<file path="src/rtl/fwd_hazard_unit.sv">
// Forwarding-select and load-use hazard unit for the 5-stage pipeline.
// Forward selects are registered so they are valid while the consumer sits in EX.
module fwd_hazard_unit #(
  parameter int unsigned NUM_SRC  = 2,
  parameter int unsigned ADDR_W   = 5,
  parameter int unsigned LOAD_LAT = 1,
  parameter int unsigned CNT_W    = 16
) (
  input  logic                      clk,
  input  logic                      rst_n,
  input  logic [NUM_SRC*ADDR_W-1:0] id_src_addr,
  input  logic [NUM_SRC-1:0]        id_src_used,
  input  logic                      id_valid,
  input  logic                      idex_reg_write,
  input  logic                      idex_mem_read,
  input  logic [ADDR_W-1:0]         idex_rd,
  input  logic                      exmem_reg_write,
  input  logic [ADDR_W-1:0]         exmem_rd,
  input  logic                      flush,
  output logic [2*NUM_SRC-1:0]      forward_sel,
  output logic                      stall,
  output logic                      bubble,
  output logic [CNT_W-1:0]          stall_cnt
);

  localparam int unsigned CW = $clog2(LOAD_LAT + 1);
  localparam logic [CW-1:0] CNT_INIT = CW'(LOAD_LAT - 1);
  localparam logic [CW-1:0] CNT_ONE  = CW'(1);

  typedef enum logic {
    IDLE,
    STALL
  } state_t;

  state_t                 state;
  logic [CW-1:0]          cnt;
  logic [NUM_SRC-1:0]     live;
  logic [2*NUM_SRC-1:0]   fwd_next;
  logic                   src_match;
  logic                   detect;
  logic                   stall_int;

  // Per-source select; the ID/EX producer is newer, so it is tested first.
  always_comb begin
    live      = '0;
    fwd_next  = '0;
    src_match = 1'b0;
    for (int unsigned i = 0; i < NUM_SRC; i++) begin
      live[i] = id_valid & id_src_used[i] &
                (id_src_addr[i*ADDR_W +: ADDR_W] != '0);
      if (live[i]) begin
        if (idex_reg_write && (idex_rd == id_src_addr[i*ADDR_W +: ADDR_W]))
          fwd_next[2*i +: 2] = 2'b10;
        else if (exmem_reg_write && (exmem_rd == id_src_addr[i*ADDR_W +: ADDR_W]))
          fwd_next[2*i +: 2] = 2'b01;
        if (idex_rd == id_src_addr[i*ADDR_W +: ADDR_W])
          src_match = 1'b1;
      end
    end
    detect = idex_mem_read & idex_reg_write & (idex_rd != '0) & src_match;
  end

  // Gated by rst_n so stall drops immediately on an asynchronous reset.
  always_comb begin
    stall_int = 1'b0;
    if (rst_n && !flush) begin
      if (state == STALL)
        stall_int = 1'b1;
      else
        stall_int = detect;
    end
  end

  assign stall  = stall_int;
  assign bubble = stall_int;

  always_ff @(posedge clk or negedge rst_n) begin
    if (!rst_n) begin
      state       <= IDLE;
      cnt         <= '0;
      forward_sel <= '0;
    end else if (flush) begin
      state       <= IDLE;
      cnt         <= '0;
      forward_sel <= '0;
    end else begin
      forward_sel <= stall_int ? '0 : fwd_next;
      case (state)
        IDLE: begin
          if (detect && (LOAD_LAT > 1)) begin
            state <= STALL;
            cnt   <= CNT_INIT;
          end
        end
        STALL: begin
          if (cnt == CNT_ONE) begin
            state <= IDLE;
            cnt   <= '0;
          end else begin
            cnt <= cnt - CNT_ONE;
          end
        end
        default: begin
          state <= IDLE;
          cnt   <= '0;
        end
      endcase
    end
  end

  always_ff @(posedge clk or negedge rst_n) begin
    if (!rst_n)
      stall_cnt <= '0;
    else if (stall_int && (stall_cnt != '1))
      stall_cnt <= stall_cnt + 1'b1;
  end

endmodule

</file>
<file path="config.mk">
export PLATFORM = sky130hd
export DESIGN_NAME = fwd_hazard_unit
export DESIGN_NICKNAME = d
export VERILOG_FILES = /design/src/rtl/fwd_hazard_unit.sv
export SDC_FILE = /design/constraint.sdc
export NUM_CORES = 1
export LEC_CHECK = 0
export BUFFER_PORTS_ARGS = -buffer_cell sky130_fd_sc_hd__buf_2
export CAP_MARGIN = 40
export CORE_ASPECT_RATIO = 1.5
export CORE_MARGIN = 2
export CORE_UTILIZATION = 44
export CTS_CLUSTER_SIZE = 40
export DETAILED_ROUTE_END_ITERATION = 8
export PLACE_DENSITY = 0.83
export SLEW_MARGIN = 20
export SYNTH_ARGS = -nofsm -noshare
export SYNTH_HDL_FRONTEND = slang
export SYNTH_SLANG_ARGS = --single-unit
</file>
<file path="constraint.sdc">
create_clock -name clk -period 2.3 [get_ports clk]
set_clock_uncertainty 0.2 [all_clocks]
set_input_delay 0.46 -clock clk [delete_from_list [all_inputs] [get_ports clk]]
set_output_delay 0.46 -clock clk [all_outputs]
set_load 0.01 [all_outputs]
</file>
# After elaboration in Yosys (flattened, before gate mapping)
# Cells that the tools add are included.
# totals
register_bits	22
in_bits	29
out_inout_bits	22
word_cells	49
# op_classes
add_sub_neg	2
n_eq_ne	5
n_mux	20
bitwise	7
reduce_logical	11
# op_table
cell	count
equality test 5 bit	4
adder 16 x 1 -> 16 bit, second input constant	1
!= test 16 bit, second input constant	1
nonzero test 5 bit	3
two-way mux 1 bit	14
two-way mux 2 bit	4
two-way mux 4 bit	2
AND 1 bit	7
logical AND 1 bit	6
nonzero test 2 bit	1
logical NOT 1 bit	1
subtractor 1 bit, second input constant	1

# Longest topological paths before layout
# Gate-level depths: netlist of the first run.
# depth
depth_word	10
depth_mapped	7
depth_no_buf	6

# Worst setup path after synthesis of the first run
# Ideal clock, no wire load.
# synth_timing
path_kind	input to output
from	input id_src_addr[6]
to	output stall
t_arrival_ns	1.897
t_required_ns	1.640
setup_slack_ns	-0.257
path_stages	7
n_path_buf	1
path_cell_list	xnor2_1 nand2_1 or4_4 a21boi_0 nor2_1 nor2_1 buf_4
# synth_between
elab_chain_cells	6
elab_cells_between_ends	8
cone_classes	eq/ne (1); mux (4); bitwise (2); reduce/logical (1)
# synth_rtl
item	line	source
start: declaration	11	input logic [NUM_SRC*ADDR_W-1:0] id_src_addr,
equality test 5 bit / nonzero test 5 bit (equally long branches)	56, 50	
two-way mux 1 bit / AND 1 bit (equally long branches)	56, 49	
two-way mux 1 bit *	51	if (live[i]) begin
AND 1 bit *	60	detect = idex_mem_read & idex_reg_write & (idex_rd != '0) & src_match;
two-way mux 1 bit *	67	if (state == STALL)
two-way mux 1 bit *	66	if (rst_n && !flush) begin
end: declaration	21	output logic stall,
# Mark *: on every way between the ends. The rest lies on a longest branch, timed or not.

# Final worst setup path of the first run
# layout_timing
from	input id_src_addr[7]
to	output bubble
# layout_between
elab_chain_cells	6
elab_cells_between_ends	8
cone_classes	eq/ne (1); mux (4); bitwise (2); reduce/logical (1)
# layout_rtl
item	line	source
equality test 5 bit / nonzero test 5 bit (equally long branches)	56, 50	
two-way mux 1 bit / AND 1 bit (equally long branches)	56, 49	
two-way mux 1 bit *	51	
AND 1 bit *	60	
two-way mux 1 bit *	67	
two-way mux 1 bit *	66	
end: declaration	22	output logic bubble,
# Marks and branches as above.

==> results of run 1 <==
-- stage by stage --
| stage | total power [mW] | hold WS [ns] | TNS (ns) | setup WS, ns | instances |
|---|---|---|---|---|---|
| floorplan | 0.4506 | -0.03559 | -0.2888 | -0.08838 | 138 |
| global placement | 0.5270 | 0.2413 | -5.630 | -0.4213 | 248 |
| detailed placement | 0.5307 | 0.2421 | -6.204 | -0.3737 | 248 |
| CTS | 0.7756 | 0.1723 | -1.799 | -0.2773 | 257 |
| global route | 0.8345 | 0.1791 | -4.244 | -0.3614 | 259 |
| finish | 0.7979 | 0.1764 | -3.049 | -0.3151 | 259 |
-- power groups by stage --
stage	Combinational [mW]	Clock [mW]	Sequential (mW)
2_1_floorplan	0.0500	0	0.401
3_3_place_gp	0.127	0	0.400
3_5_place_dp	0.131	0	0.400
4_1_cts	0.144	0.239	0.392
5_1_grt	0.185	0.257	0.392
6_report	0.171	0.235	0.392
-- sequential cells by signal, summed over array words and instances, names as in the netlist --
signal	flops
cnt	1
state	1
stall_cnt	16
forward_sel	4
-- layer usage --
layer | global-route usage | routed length [um]
met4 | 0.07099 | 75
met2 | 0.5111 | 2587
met5 | 0 | 0
met1 | 0.2285 | 1414
met3 | 0.03292 | 239
-- final timing paths --
path,depth (start not counted),slack (ns),end,start
min in group asynchronous,3,0.62,stall_cnt[9],rst_n
max in group asynchronous,3,1.13,stall_cnt[7],rst_n
worst min register to register,1,0.26,state,cnt
worst max-delay path,8,-0.32,bubble,id_src_addr[7]
worst min-delay path,2,0.18,cnt,flush
worst max register to register,7,-0.12,stall_cnt[6],stall_cnt[7]
-- cells in the final DEF, fill, tap and decap left out, drive strengths merged, types with 2 or more instances in the layout --
master   n
and4     2
buf     81
clkbuf   3
dfrtp   22
inv      6
mux2     3
nand2   12
nand3    9
nand4    2
nor2    11
nor3     7
nor4     8
o211ai   3
or4      4
xnor2   16
xor2    18
-- timing repair --
action	4_1_cts	5_1_grt
setup endpoints to repair	15	20
pin swaps	22	18
gates resized for setup	21	25
hold buffers	1	0
setup buffers	6	3
endpoints found under the hold margin	22	0
gates cloned	0	0
-- cell type report --
| type | count | area, sq um |
|---|---|---|
| Timing Repair Buffer | 82 | 575.6 |
| Multi-Input combinational cell | 107 | 939.7 |
| Inverter | 6 | 22.52 |
| Sequential cell | 22 | 550.5 |
| Tap cell | 39 | 48.80 |
| Fill cell | 218 | 764.5 |
| Clock buffer | 3 | 41.29 |
-- critical path, stage by stage --
cell and delay, ns:
buf_4 0.13, xnor2_2 0.20, nand2_2 0.09, or4_4 0.54, a21boi_2 0.18, nor2_1 0.07
nor2_2 0.12, buf_2 0.15
-- cell families after synthesis --
kind of cell    count (synthesis)  synth area share
simple gates                   59            0.2489
xor+xnor                       34            0.2177
flops                          22            0.4026
compound gates                 10           0.06404
buf+inv                         9           0.03293
mux                             3           0.02470
fa+ha+maj                       1          0.009148
==> results.py, run 1 <==
metrics = {
    "run_status": {
        "status": "complete, but fails checks",
        "violations": "setup timing",
    },
    "logic_synthesis": {
        "yosysWarnings": 0,
        "synth_edf_count": 0,
        "syn-num-nets": 168,
        "avgSynthCellArea_sq_um": 9.910,
        "synthTopCellsByArea": "dfrtp_1, xor2_1, xnor2_1",
        "synth.top_cell.area_share": 0.4026,
        "async_flop_share": 1.000,
        "synth_commonest_cells": "dfrtp_1, xor2_1, xnor2_1, nand2_1, nor2_1",
        "synth_ff_type": "dfrtp_1",
        "yosys.area.top_type": "dfrtp_1",
        "synthCells": 138,
        "ys_seq_area_frac": 0.4026,
        "yosysMostFrequentCell": "dfrtp_1",
        "synth-seq-cells": 22,
        "synth_cell_types": 34,
        "synthesis.area_sq_um": 1368,
    },
    "critical_path": {
        "worstSetupPathType": "in2out",
        "worst_setup_path_start_kind": "input pin",
        "cp_max_fo": 3,
        "cp-end-kind": "output port",
        "crit_arrival_ns": 1.96,
        "critical_path_required_ns": 1.64,
    },
    "timing": {
        "layout_min_cycle_time_ns": 2.615,
        "max_freq_ghz": 0.3824,
        "setup_viol": 19,
        "layout_setup_ws_ns": -0.3151,
        "period_share": 1.137,
        "maxSlewHeadroom": 0.5808,
        "rsz0062_at_grt": "true",
        "finalHoldViolCount": 0,
        "slew_viol_final": 0,
        "tightest_slew_ns": 0.6270,
    },
    "pwr": {
        "p_int_mw": 0.5979,
        "irDropWorstVdd_mv": 0.3283,
        "power_frac_comb": 0.215,
        "clockPowerShare": 0.294,
        "swShare": 0.2507,
        "power_switching_mw": 0.2000,
        "p_leak_nw": 1.175,
        "power.density_nw_per_um2": 366.3,
        "p_seq_frac": 0.491,
    },
    "clock_network": {
        "h-tree-depth": 1,
        "worstSkewPairLatency_ns": 0.26,
        "clk_path_buf_depth": 2,
        "clkTransAtPathRegs_ns": 0.07,
        "cts_buffers": 3,
        "root_buffer": "clkbuf_8",
        "cts_sinks": 22,
        "cts_tree": "yes",
    },
    "global_routing": {
        "grtUsageTotal": 0.2414,
        "grt_max_degree": 15,
        "grt_pass1_wl_um": 6589,
        "antenna_found_initial": 0,
        "grt_pass1_vias": 1487,
        "grt_overflow": 0,
    },
    "place": {
        "dp_hpwl_um": 3024,
        "placed_area_sq_um": 1862,
        "numPortBuffers": 50,
        "gp_congestion": 0.8471,
    },
    "routing": {
        "wl_per_cell_um": 16.66,
        "vias_per_cell": 5.471,
        "vias": 1417,
        "drc": 0,
        "antenna_left": 0,
        "finalWirelength_um": 4315,
        "drt_iter0_markers": 38,
        "drt-pass1-iter-count": 5,
    },
    "final_layout": {
        "fin_nets": 252,
        "drive_above_1_share": 0.5227,
        "fin_area_sq_um": 2178,
        "n_antenna_cell": 0,
        "utilization": 0.7402,
        "area_growth_pct": 59.29,
    },
    "hold_path": {
        "holdCritPathClass": "in2reg",
    },
    "die": {
        "dieArea_sq_um": 3579,
        "io_pins": 51,
        "die_x_um": 49.52,
        "start_util": 0.4647,
        "die_y_um": 72.28,
        "core-area_sq_um": 2943,
        "rows": 24,
    },
    "run": {
        "maxCapViolCount": 0,
    },
}
(Power assumes the default switching activity.)
==> run 2, diff against run 1 <==
--- a/config.mk
+++ b/config.mk
@@ -7,5 +7,5 @@
 export LEC_CHECK = 0
 export BUFFER_PORTS_ARGS = -buffer_cell sky130_fd_sc_hd__buf_2
-export CAP_MARGIN = 40
+export CAP_MARGIN = 10
 export CORE_ASPECT_RATIO = 1.5
 export CORE_MARGIN = 2
==> constraint.sdc (replaced) <==
create_clock -name clk -period 2.3 [get_ports clk]
set_clock_uncertainty 0.2 [all_clocks]
set_input_delay 0.115 -clock clk [delete_from_list [all_inputs] [get_ports clk]]
set_output_delay 0.115 -clock clk [all_outputs]
set_load 0.01 [all_outputs]
==> run 2 against run 1 <==
  * The flow now finishes without violations
  * Register-to-register slack better by 0.28 ns
  * Non-clock buffer count is 1 lower
  * Sequential power hardly changed
  * Sequential cell count stayed put
  * Clock-buffer cell count stayed put
  * Largest cell class unchanged
  * Largest power group unchanged
==> results.py, run 2 (synthesis gave the netlist of run 1 again) <==
metrics = {
    "timing": {
        "maxSlewHeadroom": 0.7862,
        "slew_viol_final": 0,
        "setup_tns_ns": 0,
        "hold-worst-slack_ns": 0.1072,
        "max_freq_ghz": 0.4673,
        "finalHoldViolCount": 0,
        "rsz0062_at_grt": "false",
        "layout_min_cycle_time_ns": 2.140,
        "setup_viol": 0,
        "layout_setup_ws_ns": 0.1601,
        "tightest_slew_ns": 0.3178,
        "period_share": 0.9304,
    },
    "critical_path": {
        "worstSetupPathType": "reg2reg",
        "cp-endpoint": "stall_cnt[1]",
        "critical_path_required_ns": 2.24,
        "cp_max_fo": 8,
        "reg2reg_from": "stall_cnt[8]",
        "crit_arrival_ns": 2.08,
        "reg2reg_to": "stall_cnt[1]",
        "r2r_slack_ns": 0.16,
        "worst_setup_path_start_kind": "flop",
        "r2r_cells": 6,
        "worstSetupStartpoint": "stall_cnt[8]",
        "cp-end-kind": "flop",
    },
    "final_layout": {
        "reg_top3": "stall_cnt x16, forward_sel x4",
        "area_growth_pct": 43.00,
        "drive_above_1_share": 0.3881,
        "stdcell_count": 258,
        "fin_nets": 251,
        "largest-register": "stall_cnt",
        "n_antenna_cell": 0,
        "largest_reg_flops": 16,
        "fin_area_sq_um": 1956,
        "utilization": 0.6645,
        "final_cell_mix": "buf_2, dfrtp_1, buf_4",
        "fill_cells": 267,
        "final_common_cell": "buf_2",
    },
    "routing": {
        "drt-pass1-iter-count": 4,
        "antenna_left": 0,
        "vias": 1336,
        "drt_iter0_markers": 16,
        "finalWirelength_um": 3493,
        "drc": 0,
        "wl_per_cell_um": 13.54,
        "vias_per_cell": 5.178,
    },
    "pwr": {
        "p_int_mw": 0.5746,
        "power_frac_comb": 0.176,
        "p_seq_frac": 0.522,
        "irDropWorstVdd_mv": 0.2612,
        "power_mw": 0.7510,
        "p_leak_nw": 0.9988,
        "clockPowerShare": 0.302,
        "power.density_nw_per_um2": 384.0,
        "power_switching_mw": 0.1764,
        "swShare": 0.2349,
    },
    "clock_network": {
        "cts_tree": "yes",
        "worstSkewPairLatency_ns": 0.26,
        "clk_path_buf_depth": 2,
        "h-tree-depth": 1,
        "root_buffer": "clkbuf_8",
        "cts_buffers": 3,
        "cts_setup_buffers": 0,
        "cts_sinks": 22,
        "clkTransAtPathRegs_ns": 0.07,
    },
    "die": {
        "start_util": 0.4647,
        "die_x_um": 49.52,
        "core-area_sq_um": 2943,
        "rows": 24,
        "io_pins": 51,
        "dieArea_sq_um": 3579,
        "die_y_um": 72.28,
    },
    "run_status": {
        "status": "finished, final reports clean",
    },
    "place": {
        "place_inst": 245,
        "dp_hpwl_um": 2889,
        "placed_area_sq_um": 1814,
        "numPortBuffers": 50,
        "place_ws_ns": -0.03048,
        "gp_congestion": 0.7964,
    },
    "hold_path": {
        "holdCritPathClass": "in2reg",
    },
    "run": {
        "maxCapViolCount": 0,
    },
    "global_routing": {
        "grt_overflow": 0,
        "antenna_found_initial": 0,
        "grtUsageTotal": 0.2070,
        "grt_pass1_wl_um": 5644,
        "grt_max_degree": 27,
        "grt_pass1_vias": 1352,
    },
}
-- run 2: changes by cell type in the layout (fill, tap and decap cells not counted), moves of 3 or more --
cell,delta
nor2_1,+4
xnor2_1,+5
nor4_4,-3
dlygate4sd3_1,+9
xnor2_2,-5
buf_2,+12
nor4_1,+4
nor3_4,-4
buf_4,-10
nor3_2,+3
buf_6,-12
-- run 2: repair_timing --
item,4_1_cts,5_1_grt
hold endpoints to repair,28,0
hold buffers,10,0
resized for setup,0,0
-- run 2: power by group through the flow --
stage | Clock (mW) | Sequential (mW) | Combinational, mW
global route | 0.247 | 0.392 | 0.144
floorplan | 0 | 0.401 | 0.0479
CTS | 0.234 | 0.392 | 0.132
detailed placement | 0 | 0.399 | 0.118
global placement | 0 | 0.399 | 0.114
finish | 0.227 | 0.392 | 0.132
-- run 2: metal layers --
layer	track usage	routed length (um)	part of all wire	vias up
met5	0	0	0	-
met4	0.05556	34	0.0097	0
met3	0.03086	168	0.048	3
met2	0.4519	2063	0.59	48
met1	0.1842	1227	0.35	633
li1	-	-	-	652
-- run 2: area by class of cell --
| cell class | instances | area (sq um) | area share |
|---|---|---|---|
| Multi-Input combinational cell | 107 | 772.0 | 0.3948 |
| Inverter | 6 | 22.52 | 0.01152 |
| Tap cell | 39 | 48.80 | 0.02495 |
| Timing Repair Buffer | 81 | 520.5 | 0.2662 |
| Sequential cell | 22 | 550.5 | 0.2815 |
| Clock buffer | 3 | 41.29 | 0.02111 |
-- run 2: worst max-delay path, stage by stage, from the launching register on --
cell	delay [ns]
dfrtp_1	0.34
and4_1	0.26
nand3_1	0.13
o311ai_0	0.35
a311o_2	0.28
buf_4	0.16
mux2_1	0.31
-- run 2: worst min path at each step --
stage	slack, ns	endpoint	start	cells past startpoint
2_1_floorplan	-0.38	cnt	rst_n	0
3_3_place_gp	-0.06	stall_cnt[6]	rst_n	2
3_5_place_dp	-0.05	stall_cnt[15]	rst_n	2
4_1_cts	0.09	forward_sel[0]	id_src_addr[3]	5
5_1_grt	0.13	forward_sel[0]	id_src_addr[3]	5
6_report	0.11	forward_sel[0]	id_src_addr[3]	5
